## src/rtl/auto_gain_control.sv

```systemverilog
// -----------------------------------------------------------------------------
// auto_gain_control
//
// Chooses one of four front-end gains from the peak level of the ADC stream.
// The measurement runs in windows of WIN_SAMPLES samples. Any sample at or above
// DOWN_TH lowers the gain at once. A whole window whose peak stays below UP_TH
// raises it. Codes from UP_TH to DOWN_TH-1 form a dead band where the gain
// holds. After reset and after every gain change, the next SETTLE_SAMPLES
// samples are discarded so the relay and the analog path can settle.
//
// Ports
//   clk         in   1   system clock, rising edge
//   rst         in   1   asynchronous, active-high reset
//   adc_clk     in   1   ADC sample strobe, asynchronous to clk, one sample per
//                        rising edge
//   adc_data    in  12   unsigned ADC code, stable while adc_clk is high
//   relay_ctrl  out  2   gain select 00=3x 01=6.5x 10=13.5x 11=29.25x
//   stable      out  1   high while the gain is settled and being measured
// -----------------------------------------------------------------------------
module auto_gain_control #(
  parameter int          WIN_SAMPLES    = 16,
  parameter int          SETTLE_SAMPLES = 8,
  parameter logic [11:0] DOWN_TH        = 12'd3881,
  parameter logic [11:0] UP_TH          = 12'd1710
) (
  input  logic        clk,
  input  logic        rst,
  input  logic        adc_clk,
  input  logic [11:0] adc_data,
  output logic [1:0]  relay_ctrl,
  output logic        stable
);

  localparam int WCW = $clog2(WIN_SAMPLES + 1);
  localparam int SCW = $clog2(SETTLE_SAMPLES + 1);

  typedef enum logic {
    ST_SETTLE  = 1'b0,
    ST_MEASURE = 1'b1
  } state_e;

  // Sample strobe: sample_valid is a single-clk pulse with no back-pressure.
  // adc_data is captured into sample_q on the clk edge that ends the pulse.
  // proc_q marks the following clk edge, where the FSM acts on sample_q.
  logic [2:0]     sync_q;   // [0],[1] synchronizer; [2] previous [1] for edge detect
  logic           sample_valid;
  logic [11:0]    sample_q;
  logic           proc_q;

  state_e         state_q, state_d;
  logic [SCW-1:0] settle_cnt_q, settle_cnt_d;
  logic [WCW-1:0] win_cnt_q, win_cnt_d;
  logic [11:0]    peak_q, peak_d;
  logic [1:0]     relay_q, relay_d;
  logic           stable_q, stable_d;
  logic [11:0]    peak_new;

  assign sample_valid = sync_q[1] & ~sync_q[2];

  always_ff @(posedge clk or posedge rst) begin
    if (rst) begin
      sync_q   <= '0;
      sample_q <= '0;
      proc_q   <= 1'b0;
    end else begin
      sync_q <= {sync_q[1:0], adc_clk};
      proc_q <= sample_valid;
      if (sample_valid) begin
        sample_q <= adc_data;
      end
    end
  end

  // The peak includes the sample being processed, so the window-end decision
  // sees the last sample of the window.
  assign peak_new = (sample_q > peak_q) ? sample_q : peak_q;

  always_ff @(posedge clk or posedge rst) begin
    if (rst) begin
      state_q      <= ST_SETTLE;
      settle_cnt_q <= '0;
      win_cnt_q    <= '0;
      peak_q       <= '0;
      relay_q      <= 2'b00;
      stable_q     <= 1'b0;
    end else begin
      state_q      <= state_d;
      settle_cnt_q <= settle_cnt_d;
      win_cnt_q    <= win_cnt_d;
      peak_q       <= peak_d;
      relay_q      <= relay_d;
      stable_q     <= stable_d;
    end
  end

  always_comb begin
    state_d      = state_q;
    settle_cnt_d = settle_cnt_q;
    win_cnt_d    = win_cnt_q;
    peak_d       = peak_q;
    relay_d      = relay_q;
    stable_d     = stable_q;

    if (proc_q) begin
      unique case (state_q)
        ST_SETTLE: begin
          // Sample values are discarded here; only the count matters.
          if (settle_cnt_q == SCW'(SETTLE_SAMPLES - 1)) begin
            state_d      = ST_MEASURE;
            settle_cnt_d = '0;
            win_cnt_d    = '0;
            peak_d       = '0;
            stable_d     = 1'b1;
          end else begin
            settle_cnt_d = settle_cnt_q + 1'b1;
          end
        end

        ST_MEASURE: begin
          if (sample_q >= DOWN_TH && relay_q != 2'b00) begin
            // Over-range wins over a coinciding window end.
            relay_d      = relay_q - 1'b1;
            stable_d     = 1'b0;
            state_d      = ST_SETTLE;
            settle_cnt_d = '0;
          end else if (win_cnt_q == WCW'(WIN_SAMPLES - 1)) begin
            if (peak_new < UP_TH && relay_q != 2'b11) begin
              relay_d      = relay_q + 1'b1;
              stable_d     = 1'b0;
              state_d      = ST_SETTLE;
              settle_cnt_d = '0;
            end else begin
              peak_d    = '0;
              win_cnt_d = '0;
            end
          end else begin
            // Over-range at the lowest gain lands here and the window goes on.
            peak_d    = peak_new;
            win_cnt_d = win_cnt_q + 1'b1;
          end
        end

        default: begin
          state_d = ST_SETTLE;
        end
      endcase
    end
  end

  assign relay_ctrl = relay_q;
  assign stable     = stable_q;

endmodule

```

## config.mk

```make
export PLATFORM = sky130hd
export DESIGN_NAME = auto_gain_control
export DESIGN_NICKNAME = d
export VERILOG_FILES = /design/src/rtl/auto_gain_control.sv
export SDC_FILE = /design/constraint.sdc
export NUM_CORES = 1
export LEC_CHECK = 0
export ABC_AREA = 1
export BUFFER_PORTS_ARGS = -buffer_cell sky130_fd_sc_hd__buf_2
export CAP_MARGIN = 20
export CORE_MARGIN = 2
export CORE_UTILIZATION = 55
export DETAILED_ROUTE_END_ITERATION = 10
export PLACE_DENSITY = 0.7
export SLEW_MARGIN = 0
export SYNTH_ARGS = -nofsm -noshare
export SYNTH_HDL_FRONTEND = slang
export SYNTH_SLANG_ARGS = --single-unit
```

## constraint.sdc

```tcl
create_clock -name clk -period 3.09 [get_ports clk]
set_input_delay 0 -clock clk [delete_from_list [all_inputs] [get_ports clk]]
set_output_delay 0 -clock clk [all_outputs]
set_load 0.02 [all_outputs]
```

==> out/metrics.csv, run 1 <==
metric,value,unit
status,completed,
synth_area_leader_cell,dfrtp_1,
synth_nets,335,
yosysSeqAreaShare,0.418,
drc,0,
critical_path.top_delay_family,simple AND/OR/NAND/NOR gates,
root_buffer,clkbuf_8,
post_cts_buffers,0,
grt_overflow,0,
synth.most_common_cell,nand2_1,
yosys-top-cells-area,"dfrtp_1 42%, nand2_1 16%, ha_1 7.1%",
crit_chain,inv_1 -> ha_1 -> nand2_1 -> inv_1 -> nand2_2 -> nor2_4 -> nand2_2 -> nand3_4 -> nand2_4 -> nand2_1 -> nand2_1 -> nor2_1 -> nand3_1 -> nor2_1 -> nand2_1 -> nand2_2 -> nand2_4 -> nand2_8 -> nand2_1 -> o21ai_2,
min_period,2.77,ns
ioPinCount,18,
placedCellCount,371,
drive_gt1_frac,0.194,
power.leakage,1.38,nW
core_area,4320,µm²
grt_pass1_vias,1942,
die-area,5010,µm²
dr.pass1.iters,4,
peakVddDrop,0.457,mV
port_buffers,17,
hold_end,sync_q[0]$_DFF_PP0_,
worstSkewPairLatency,0.30,ns
slowest_stage,dfrtp_1,
clockBufferDepth,2,
worst_pin_slew,0.517,ns
wl,4.83,mm
required,3.31,ns
cp_data_arrival_time,2.99,ns
cts_made_buffers,5,
start_util,0.567,
synth_edf_count,0,
switching_power,0.000701,W
maxCapViolations,0,
finalCritPeriodShare,0.897,
viasPerCell,5.05,
place_hpwl,3.48,mm
clkSinkCount,41,
cp-end-kind,flop,
setup_viol,0,
antenna_cells,0,
synth_common_cells,"106 x nand2_1, 41 x dfrtp_1, 35 x inv_1",
finalHoldViolCount,0,
ys_ff_latch,41,
r2r_cells,20,
slowest_delay,0.41,ns
dieHeight,70.8,µm
antenna_left,0,
area_growth,14.6,%
setup_tns,0,ns
rows,24,
r2r_slack,0.32,ns
p_sw_frac,0.392,
r2r-start,peak_q[11]$_DFFE_PP0P_,
r2r_end,peak_q[11]$_DFFE_PP0P_,
nNetsFinal,369,
seq_power_share,0.412,
ys_types,28,
hold_path_class,in -> reg,
rsz0062_at_grt,false,
via_count,1983,
grt_pass1_wl,8.62,mm
netlist_instances,306,
worstSetupStartpointType,flop,
path_max_fanout,33,
fin_worst_skew,0.00833,ns
fmax,361,MHz
power_density,637,nW/µm²
critPathBufInv,2,
htree_num_levels,2,
drv_slew,0,
wire_per_inst,12.3,µm
grt_usage,0.216,
grt_max_degree,42,
yosysWarnings,0,
cts.reportedPaths.clkPinSlew,0.08,ns
maxSlewHeadroom,0.655,
avgSynthCellArea,8.02,µm²
drt_iter0_markers,93,
synth_area,2450,µm²
die_w,70.8,µm
worstHoldStart,adc_clk,
path_common_cell,nand2_1,
cts_tree,yes,
power_frac_clock,0.216,
critical_path_class,reg -> reg,
hold_depth,2,
power.internal,0.00109,W
antenna_found_initial,0,
final_cells,393,
ys.flop_type,dfrtp_1,
routabilityCongestion,0.854,
ys_async_sr_fraction,1.00,
comb_power_share,0.372,
synth_top_area_share,0.418,
==> worst max-delay path by stage <==
stage	start	end	slack, ns	cells past startpoint
after global placement	sample_q[11]$_DFFE_PP0P_	peak_q[9]$_DFFE_PP0P_	0.29	19
after floorplan	sample_q[11]$_DFFE_PP0P_	peak_q[2]$_DFFE_PP0P_	0.75	16
after detailed placement	peak_q[11]$_DFFE_PP0P_	peak_q[8]$_DFFE_PP0P_	0.24	20
after global routing	peak_q[11]$_DFFE_PP0P_	peak_q[11]$_DFFE_PP0P_	0.07	20
after CTS	peak_q[11]$_DFFE_PP0P_	peak_q[9]$_DFFE_PP0P_	0.20	20
final	peak_q[11]$_DFFE_PP0P_	peak_q[11]$_DFFE_PP0P_	0.32	20
==> metrics by stage <==
stage | cell area [µm²] | setup slack (ns) | total power (W) | hold WS, ns | util
final | 2810 | 0.318 | 0.00179 | 0.350 | 0.650
after global routing | 2810 | 0.0742 | 0.00195 | 0.354 | 0.650
after CTS | 2800 | 0.198 | 0.00180 | 0.335 | 0.648
after detailed placement | 2560 | 0.239 | 0.00140 | 0.110 | 0.593
after global placement | 2560 | 0.294 | 0.00138 | 0.110 | 0.593
after floorplan | 2450 | 0.748 | 0.00128 | 0.0314 | -
==> timing repair <==
action | CTS | global route
endpoints found under the setup margin | 0 | 16
endpoints found under the hold margin | 54 | 0
hold buffers | 14 | 0
resized for setup | 0 | 1
==> flip-flops by register name, indices dropped and copies added (netlist names) <==
register,count
peak_q,12
sample_q,12
win_cnt_q,5
settle_cnt_q,4
sync_q,3
relay_ctrl,2
proc_q,1
stable,1
state_q,1
==> area by class of cell <==
cell class	instances	area, µm²
clock buffers	7	96.3
clock inverters	1	5.00
fillers	381	1510
inverters	35	131
multi-input cells	223	1240
flip-flops and latches	41	1030
well taps	52	65.1
repair buffers	34	248
==> layout by cell type (no fill, tap or decap) <==
cell type	instances
clkbuf_8	7
nand2_8	1
o211ai_1	1
nand2_1	106
nand2_4	2
nand3_4	1
nor2_1	17
nand3b_1	2
or2_2	7
dfrtp_1	41
nand4_4	1
ha_1	14
nand3_1	16
a21oi_1	5
o2111ai_1	1
nor2_4	1
dlygate4sd3_1	14
buf_2	17
nand2_2	6
o21ai_2	18
nor3_1	1
buf_4	3
xnor2_1	1
a21oi_2	1
a21o_1	1
clkinv_2	1
o21ai_1	3
inv_1	35
o21ai_0	12
nand4_1	5
==> power by group through the flow <==
stage | clock [W] | combinational [W] | sequential (W)
final | 0.000387 | 0.000666 | 0.000737
after global routing | 0.000415 | 0.000778 | 0.000754
after CTS | 0.000397 | 0.000669 | 0.000737
after detailed placement | 0 | 0.000650 | 0.000747
after global placement | 0 | 0.000629 | 0.000746
after floorplan | 0 | 0.000569 | 0.000709
==> cells by family (layout without fill, tap and decap cells) <==
logic type / Yosys count / after routing / share of synthesized area
and+or+nand+nor: 166 / 166 / 0.309
AOI/OAI and AO/OA: 42 / 42 / 0.118
buffers and inverters: 42 / 77 / 0.0796
DFF: 41 / 41 / 0.418
adders and majority gates: 14 / 14 / 0.0714
xor gates and xnor gates: 1 / 1 / 0.00357
==> metal layers <==
layer	part of all wire	vias up	global-route usage
li1	-	1045	-
met1	0.50	908	0.290
met2	0.46	23	0.352
met3	0.026	7	0.0427
met4	0.015	0	0.0755
met5	0	-	0
Note: power is estimated with default switching activity, not from simulation.
==> run 2, diff against run 1 <==
--- a/config.mk
+++ b/config.mk
@@ -9,9 +9,9 @@
 export BUFFER_PORTS_ARGS = -buffer_cell sky130_fd_sc_hd__buf_2
 export CAP_MARGIN = 20
 export CORE_MARGIN = 2
-export CORE_UTILIZATION = 55
+export CORE_UTILIZATION = 60
 export DETAILED_ROUTE_END_ITERATION = 10
-export PLACE_DENSITY = 0.7
+export PLACE_DENSITY = 0.75
 export SLEW_MARGIN = 0
 export SYNTH_ARGS = -nofsm -noshare
 export SYNTH_HDL_FRONTEND = slang
==> run 2 against run 1 <==
Cell area is 0.62% lower. Via count is 0.76% lower. Routed wire length is 0.23% lower. Sequential share of layout area is 0.23 points higher. Count of clock-buffer cells in the layout stayed put. Non-clock buffer count stayed put. Register-to-register slack better by 0.02 ns. Power is 1.9% lower. Largest cell class unchanged.
==> out/metrics.csv, run 2 (synthesis results as in run 1) <==
metric,value,unit
status,completed,
hold_path_class,in -> async,
slowest_stage,dfrtp_1,
maxCapViolations,0,
drive_gt1_frac,0.188,
power.internal,0.00106,W
core_area,3970,µm²
drv_slew,0,
top_regs,"peak_q: 12 flops, sample_q: 12 flops, win_cnt_q: 5 flops",
dr.pass1.iters,4,
most-common-layout-cells,"106 x nand2_1, 41 x dfrtp_1, 35 x inv_1, 18 x o21ai_2",
power_density,628,nW/µm²
htree_num_levels,2,
r2r_slack,0.34,ns
worstSetupStartpointType,flop,
ioPinCount,18,
seqCellArea,1030,µm²
setup_tns,0,ns
die_w,67.9,µm
setup_viol,0,
grt_pass1_vias,1933,
routabilityCongestion,0.842,
post_cts_buffers,0,
hold_ws,0.320,ns
r2r_cells,20,
r2r-start,peak_q[11]$_DFFE_PP0P_,
path_common_cell,nand2_1,
grt_usage,0.249,
critical_path_class,reg -> reg,
cts_tree,yes,
power_frac_clock,0.198,
clockBufferDepth,2,
required,3.31,ns
p_sw_frac,0.394,
drt_iter0_markers,135,
start_util,0.618,
nNetsFinal,369,
multi_input_area,1240,µm²
grt_max_degree,34,
dieHeight,67.9,µm
fin_ws,0.340,ns
final_common_cell,nand2_1,
crit_chain,inv_1 -> ha_1 -> nand2_1 -> inv_1 -> nand2_2 -> nor2_4 -> nand2_2 -> nand3_4 -> nand2_4 -> nand2_1 -> nand2_1 -> nor2_1 -> nand3_1 -> nor2_1 -> nand2_1 -> nand2_2 -> nand2_4 -> nand2_8 -> nand2_1 -> o21ai_2,
grt_pass1_wl,8.55,mm
comb_power_share,0.380,
worst_pin_slew,0.600,ns
cp-end-kind,flop,
cts.reportedPaths.clkPinSlew,0.07,ns
clkSinkCount,41,
cts_made_buffers,5,
path_max_fanout,33,
r2r_end,peak_q[6]$_DFFE_PP0P_,
fillers,320,
cp_data_arrival_time,2.97,ns
dpl-instance-area,2560,µm²
slowest_delay,0.40,ns
root_buffer,clkbuf_8,
switching_power,0.000692,W
maxSlewHeadroom,0.599,
drc,0,
finalHoldViolCount,0,
wire_per_inst,12.4,µm
antenna_left,0,
wl,4.82,mm
worstSkewPairLatency,0.29,ns
finalInstanceArea,2800,µm²
area_growth,13.9,%
port_buffers,17,
via_count,1968,
pre_cts_ws,0.263,ns
antenna_cells,0,
critPathBufInv,2,
rsz0062_at_grt,false,
finalCritPeriodShare,0.890,
peakVddDrop,0.441,mV
power.leakage,1.37,nW
rows,23,
fmax,364,MHz
grt_overflow,0,
place_hpwl,3.45,mm
min_period,2.75,ns
seq_power_share,0.422,
fin_worst_skew,0.00325,ns
antenna_found_initial,0,
viasPerCell,5.05,
die-area,4620,µm²
critical_path.top_delay_family,simple AND/OR/NAND/NOR gates,
run 2: cell count changes in the layout (fill, tap and decap cells not counted):
| cell | delta |
|---|---|
| clkbuf_1 | +1 |
| clkinv_2 | -1 |
| clkbuf_8 | -1 |
run 2: layer usage:
| metal | global-route usage | vias up | wire [µm] |
|---|---|---|---|
| met2 | 0.426 | 19 | 2320 |
| met5 | 0 | - | 0 |
| met4 | 0.0825 | 0 | 70 |
| met3 | 0.0493 | 7 | 86 |
| met1 | 0.314 | 900 | 2350 |
| li1 | - | 1042 | - |
run 2: worst reg2reg max path, stage by stage (launching register included):
cell and delay [ns]:
dfrtp_1 0.40, inv_1 0.06, ha_1 0.28, nand2_1 0.08, inv_1 0.07, nand2_2 0.07, nor2_4 0.15, nand2_2 0.08
nand3_4 0.09, nand2_4 0.14, nand2_1 0.09, nand2_1 0.08, nor2_1 0.21, nand3_1 0.10, nor2_1 0.09, nand2_1 0.10
nand2_2 0.11, nand2_4 0.08, nand2_8 0.23, nand2_1 0.12, o21ai_2 0.06
run 2: how the worst max path moves through the flow:
stage	end	cells past startpoint	start	slack (ns)
after CTS	peak_q[6]$_DFFE_PP0P_	20	peak_q[11]$_DFFE_PP0P_	0.23
after floorplan	peak_q[2]$_DFFE_PP0P_	16	sample_q[11]$_DFFE_PP0P_	0.75
after detailed placement	win_cnt_q[2]$_DFFE_PP0P_	20	peak_q[11]$_DFFE_PP0P_	0.26
final	peak_q[6]$_DFFE_PP0P_	20	peak_q[11]$_DFFE_PP0P_	0.34
after global routing	win_cnt_q[0]$_DFFE_PP0P_	20	peak_q[11]$_DFFE_PP0P_	0.09
after global placement	peak_q[9]$_DFFE_PP0P_	19	sample_q[11]$_DFFE_PP0P_	0.32
run 2: what timing repair did:
action                                  4_1_cts  5_1_grt
endpoints found under the setup margin        0       15
endpoints found under the hold margin        28        0
gates resized for setup                       0        1
hold buffers                                 14        0
run 2: power by group through the flow:
stage / clock network (W) / registers [W] / logic [W]
floorplan: 0 / 0.000709 / 0.000569
global placement: 0 / 0.000746 / 0.000627
detailed placement: 0 / 0.000748 / 0.000643
CTS: 0.000357 / 0.000739 / 0.000661
global route: 0.000371 / 0.000755 / 0.000776
finish: 0.000348 / 0.000741 / 0.000668
run 2: area by class of cell:
class                      count  share of cell area
multi-input combinational    223               0.444
inverter                      35              0.0470
timing repair buffer          34              0.0886
tap                           50              0.0224
sequential                    41               0.367
clock buffer                   7              0.0309
run 2: stage by stage:
step / power (W) / std cells / util
4_1_cts: 0.00176 / 390 / 0.702
3_3_place_gp: 0.00137 / 369 / 0.645
6_report: 0.00176 / 390 / 0.704
2_1_floorplan: 0.00128 / 306 / -
3_5_place_dp: 0.00139 / 369 / 0.645
5_1_grt: 0.00190 / 390 / 0.704
